===== src/rtl/seq_div_2bit.sv =====
// Sequential restoring divider: quotient and remainder of a/b, one quotient bit per clock, MSB first.
// Latency: done in the cycle after WIDTH+1 edges from the start-sampling edge (1 edge when b==0).
// Backpressure: start is only sampled in IDLE; requests while busy are dropped, never queued.
module seq_div_2bit #(
  parameter int WIDTH = 2
) (
  input  logic               clk,
  input  logic               rst,
  input  logic               start,
  input  logic [WIDTH-1:0]   a,
  input  logic [WIDTH-1:0]   b,
  input  logic               PB0,
  output logic               busy,
  output logic               done,
  output logic               div_by_zero,
  output logic [WIDTH-1:0]   quotient,
  output logic [WIDTH-1:0]   remainder,
  output logic [2*WIDTH-1:0] out
);

  localparam int CW = $clog2(WIDTH + 1);
  localparam logic [CW-1:0] CNT_INIT = CW'(WIDTH);

  typedef enum logic [1:0] {
    S_IDLE = 2'd0,
    S_CALC = 2'd1,
    S_DONE = 2'd2
  } state_t;

  state_t r_state;
  state_t w_next;

  // Working registers of the division in flight.
  logic [WIDTH-1:0] r_dvd;       // dividend, shifted left each step
  logic [WIDTH-1:0] r_dvs;       // captured divisor
  logic [WIDTH:0]   r_prem;      // partial remainder, one bit wider so the compare cannot overflow
  logic [WIDTH-1:0] r_quo_work;  // quotient bits collected so far
  logic [CW-1:0]    r_cnt;       // steps still to perform

  // Result registers, held until the next division completes (or reset).
  logic [WIDTH-1:0] r_quo;
  logic [WIDTH-1:0] r_rem;
  logic             r_dbz;

  logic             w_start_acc;
  logic             w_b_zero;
  logic             w_last;
  logic [WIDTH:0]   w_shift;
  logic [WIDTH:0]   w_dvs_ext;
  logic             w_ge;
  logic [WIDTH:0]   w_prem_nxt;
  logic [WIDTH-1:0] w_quo_nxt;

  assign w_start_acc = (r_state == S_IDLE) && start;
  assign w_b_zero    = (b == '0);
  assign w_last      = (r_cnt == CW'(1));

  // One restoring step: bring in the next dividend bit, subtract the divisor if it fits.
  assign w_shift    = (r_prem << 1) | {{WIDTH{1'b0}}, r_dvd[WIDTH-1]};
  assign w_dvs_ext  = {1'b0, r_dvs};
  assign w_ge       = (w_shift >= w_dvs_ext);
  assign w_prem_nxt = w_ge ? (w_shift - w_dvs_ext) : w_shift;
  assign w_quo_nxt  = (r_quo_work << 1) | {{(WIDTH-1){1'b0}}, w_ge};

  // State register.
  always_ff @(posedge clk) begin
    if (rst) r_state <= S_IDLE;
    else     r_state <= w_next;
  end

  // Next-state decode and status outputs.
  always_comb begin
    w_next = r_state;
    busy   = 1'b0;
    done   = 1'b0;
    case (r_state)
      S_IDLE: begin
        if (start) w_next = w_b_zero ? S_DONE : S_CALC;
      end
      S_CALC: begin
        busy = 1'b1;
        if (w_last) w_next = S_DONE;
      end
      S_DONE: begin
        busy   = 1'b1;
        done   = 1'b1;
        w_next = S_IDLE;
      end
      default: w_next = S_IDLE;
    endcase
  end

  // Datapath: capture operands on accept, step in CALC, publish results on the edge entering DONE.
  always_ff @(posedge clk) begin
    if (rst) begin
      r_dvd      <= '0;
      r_dvs      <= '0;
      r_prem     <= '0;
      r_quo_work <= '0;
      r_cnt      <= '0;
      r_quo      <= '0;
      r_rem      <= '0;
      r_dbz      <= 1'b0;
    end else if (w_start_acc) begin
      r_dvd      <= a;
      r_dvs      <= b;
      r_prem     <= '0;
      r_quo_work <= '0;
      r_cnt      <= CNT_INIT;
      r_dbz      <= w_b_zero;
      // A zero divisor skips CALC entirely, so its results are published right here.
      if (w_b_zero) begin
        r_quo <= '1;
        r_rem <= a;
      end
    end else if (r_state == S_CALC) begin
      r_dvd      <= r_dvd << 1;
      r_prem     <= w_prem_nxt;
      r_quo_work <= w_quo_nxt;
      r_cnt      <= r_cnt - CW'(1);
      if (w_last) begin
        r_quo <= w_quo_nxt;
        r_rem <= w_prem_nxt[WIDTH-1:0];
      end
    end
  end

  assign div_by_zero = r_dbz;
  assign quotient    = r_quo;
  assign remainder   = r_rem;
  assign out         = PB0 ? {r_quo, r_rem} : {r_rem, r_quo};

endmodule


===== config.mk =====
export PLATFORM = sky130hd
export DESIGN_NAME = seq_div_2bit
export DESIGN_NICKNAME = d
export VERILOG_FILES = /design/src/rtl/seq_div_2bit.sv
export SDC_FILE = /design/constraint.sdc
export NUM_CORES = 1
export LEC_CHECK = 0
export CORE_AREA = 2 2 46 48
export CTS_BUF_LIST = sky130_fd_sc_hd__clkbuf_2
export DETAILED_ROUTE_END_ITERATION = 6
export DIE_AREA = 0 0 48 50
export PLACE_DENSITY_LB_ADDON = 0.12
export SETUP_SLACK_MARGIN = 0.3
export SYNTH_ARGS = -nofsm -noshare
export SYNTH_HDL_FRONTEND = slang
export SYNTH_SLANG_ARGS = --single-unit

===== constraint.sdc =====
create_clock -name clk -period 1.44 [get_ports clk]
set_input_delay 0.288 -clock clk [delete_from_list [all_inputs] [get_ports clk]]
set_output_delay 0.288 -clock clk [all_outputs]
set_load 0.05 [all_outputs]

==> flow_metrics.env <==
export IMPL_grt_pass1_wl_um=3230
export IMPL_worstPathRequired_ns=1.63
export IMPL_combPwrFrac_pct=52.2
export IMPL_ctsRootBufferMaster="clkbuf_2"
export IMPL_power_density_nw_per_um2=962
export IMPL_r2r_setup_slack_ns=-0.04
export IMPL_syn_area_um2=846
export IMPL_endpoint_kind="flip-flop"
export IMPL_synthMuxAreaShare_pct=7.69
export IMPL_stdcell_count=158
export IMPL_finalWorstSetupSlack_ns=-0.0374
export IMPL_synth_compound_area_share_pct=20.7
export IMPL_cts_tree="yes"
export IMPL_routed_wl_um=2420
export IMPL_synth_top_family_by_area="compound AO/OA/AOI/OAI gates"
export IMPL_min_period_ns=1.48
export IMPL_timing_rr_end="remainder[1]$_SDFFE_PP0P_"
export IMPL_status="finished, violations left"
export IMPL_p_switching_mw=0.576
export IMPL_intPower_mw=0.939
export IMPL_num_vias=851
export IMPL_die_y_um=50
export IMPL_cts_buffer_depth=2
export IMPL_drt_iter0_drc=12
export IMPL_htree_levels=1
export IMPL_crit_arrival_ns=1.67
export IMPL_syn_to_final_growth_pct=86.1
export IMPL_drive_gt1_share_pct=64.9
export IMPL_holdCritStartpoint="start"
export IMPL_dpl_cell_count=149
export IMPL_synth_seq_cells=16
export IMPL_synthArstFlopShare_pct=0
export IMPL_rows=16
export IMPL_synthFlopType="dfxtp_1"
export IMPL_synth_area_leader_cell="dfxtp_1"
export IMPL_peakVddDrop_uv=685
export IMPL_switching_share_pct=38.0
export IMPL_netlist_instances=96
export IMPL_gp_congestion=0.771
export IMPL_hp_class="in2reg"
export IMPL_whs_path_depth=3
export IMPL_seqCellArea_um2=349
export IMPL_synthSimpleGateAreaFrac_pct=18.5
export IMPL_synth_fa_ha_area_share_pct=8.88
export IMPL_grt_use_total_pct=18.7
export IMPL_min_to="r_state[1]$_SDFFE_PP0P_"
export IMPL_relSlewSlack_pct=77.7
export IMPL_clkLatencyLatePin_ns=0.29
export IMPL_antenna_found_initial=0
export IMPL_port_buffers=18
export IMPL_drtAntennaViolNets=0
export IMPL_io_pins=19
export IMPL_synth_top_area_share_pct=37.9
export IMPL_maxCapViolations=0
export IMPL_ys_seq_area_share_pct=37.9
export IMPL_die_w_um=48
export IMPL_synth_edf_count=0
export IMPL_power_frac_clock_pct=13.1
export IMPL_dieArea_um2=2400
export IMPL_syn_num_nets=110
export IMPL_startpoint_type="flip-flop"
export IMPL_dr_pass1_iters=4
export IMPL_syn_avg_cell_area_um2=8.81
export IMPL_hold_violations=0
export IMPL_worstPathMaxFanout=3
export IMPL_critical_path_class="reg2reg"
export IMPL_viasPerCell=5.39
export IMPL_setup_viol=3
export IMPL_nNetsFinal=147
export IMPL_power_frac_seq_pct=34.7
export IMPL_coreArea_um2=1900
export IMPL_wl_per_cell_um=15.3
export IMPL_synthTopCellsByCount="16 x dfxtp_1, 10 x nand2_1, 9 x a21oi_1, 7 x inv_1, 7 x nor2_1"
export IMPL_drcViolationCount=0
export IMPL_multi_input_comb_area_um2=711
export IMPL_cts_buffers_inserted=3
export IMPL_drv_slew=0
export IMPL_grt_max_degree=9
export IMPL_r2r_start="r_dvd[1]$_SDFFE_PP0P_"
export IMPL_n_antenna_cell=0
export IMPL_grt_pass1_vias=812
export IMPL_clkTransAtPathRegs_ns=0.15
export IMPL_grt_overflow_total=0
export IMPL_yosysMostFrequentCell="dfxtp_1"
export IMPL_cts_sinks=16
export IMPL_ys_warnings_count=0
export IMPL_final_util_pct=82.8
export IMPL_dpl_hpwl_um=1500
export IMPL_synthXorXnorAreaFrac_pct=1.04
export IMPL_grt_setup_unrepaired="yes"
export IMPL_reg2regPathDepth=6
export IMPL_synth_area_top_cells="dfxtp_1 38%, ha_1 8.9%, a21oi_1 5.3%, mux2_2 5.3%, nand2_1 4.4%"
export IMPL_clock_skew_ns=0.00121
export IMPL_cts_hold_buf=0
export IMPL_clock_fmax_ghz=0.677
export IMPL_start_util_pct=44.5
export IMPL_tightestPinTransition_ns=0.335
export IMPL_synth_distinct_cells=29
export IMPL_post_route_period_util_pct=103
export IMPL_p_leak_nw=0.584
export IMPL_fill_cells=103
export IMPL_violations="negative setup slack"
[how the worst max path moves through the flow]
stage / from / endpoint / slack [ns] / depth (start not counted)
finish: r_dvd[1]$_SDFFE_PP0P_ / remainder[1]$_SDFFE_PP0P_ / -0.04 / 6
global route: r_dvs[1]$_SDFFE_PP0P_ / remainder[0]$_SDFFE_PP0P_ / -0.16 / 6
CTS: r_dvs[1]$_SDFFE_PP0P_ / remainder[1]$_SDFFE_PP0P_ / -0.06 / 6
detailed placement: PB0 / out[1] / -0.26 / 3
global placement: PB0 / out[3] / -0.25 / 3
floorplan: r_prem[0]$_SDFFE_PP0P_ / remainder[1]$_SDFFE_PP0P_ / 0.07 / 5
[critical path, cell delays in order (launching register included)]
cell and delay [ns]:
dfxtp_2 0.36, inv_2 0.05, ha_4 0.23, a2111oi_4 0.41, a211oi_4 0.09, a21oi_2 0.16
a211oi_2 0.08
[per-stage QoR]
stage	TNS [ns]	area [um2]	hold slack (ns)	power, mW	setup WS, ns
floorplan	0	918	0.353	0.907	0.0684
global placement	-1.83	1260	0.452	1.11	-0.248
detailed placement	-2.00	1260	0.456	1.12	-0.264
CTS	-0.205	1360	0.480	1.38	-0.0590
global route	-0.552	1570	0.462	1.59	-0.163
finish	-0.103	1570	0.474	1.51	-0.0374
[power groups by stage]
stage	sequential, mW	clock (mW)	combinational, mW
2_1_floorplan	0.552	0	0.356
3_3_place_gp	0.527	0	0.582
3_5_place_dp	0.529	0	0.592
4_1_cts	0.522	0.208	0.651
5_1_grt	0.530	0.222	0.839
6_report	0.526	0.199	0.790
[registers in the layout (all words and copies together) (netlist names)]
signal,flops
div_by_zero,1
quotient,2
r_cnt,2
r_dvd,2
r_dvs,2
r_prem,2
r_quo_work,1
r_state,2
remainder,2
[layout by cell type, fill, tap and decap left out, types with 2 or more instances in the layout]
master,n
nor3_1,3
ha_4,5
inv_4,2
nand2b_1,2
a21oi_2,5
a311oi_1,2
nand2_2,2
nor2_1,5
a21oi_1,4
a211oi_2,3
dfxtp_4,6
mux2_4,3
dfxtp_2,5
nor2_2,2
buf_12,7
dfxtp_1,5
inv_1,3
inv_2,2
clkdlybuf4s50_1,5
buf_6,9
clkbuf_2,3
mux2i_1,2
buf_8,3
nand2_1,7
buf_4,10
[per-layer routing]
| layer | up-vias | wire length, um | GRT usage (%) |
|---|---|---|---|
| li1 | 413 | - | - |
| met1 | 407 | 940 | 20.0 |
| met2 | 23 | 1360 | 32.4 |
| met3 | 8 | 56 | 3.66 |
| met4 | 0 | 65 | 9.46 |
| met5 | - | 0 | 0 |
[kinds of logic after synthesis]
logic type,after synthesis
fa+ha+maj,6
simple gates,31
flops,16
xor+xnor,1
compound gates,25
buf+inv,11
mux,6
[cell type report]
type                       instances  share of cell area [%]
sequential                        16                    22.2
inverter                           7                    1.99
tap                               27                    2.15
timing repair buffer              36                    27.6
multi-input combinational         69                    45.2
clock buffer                       3                   0.954
[what timing repair did]
item / in CTS / in global routing
buffers inserted: 1 / 5
gates resized for setup: 21 / 50
hold endpoints to repair: 0 / 0
pin swaps: 7 / 13
setup endpoints to repair: 26 / 26
(Power assumes the default switching activity.)
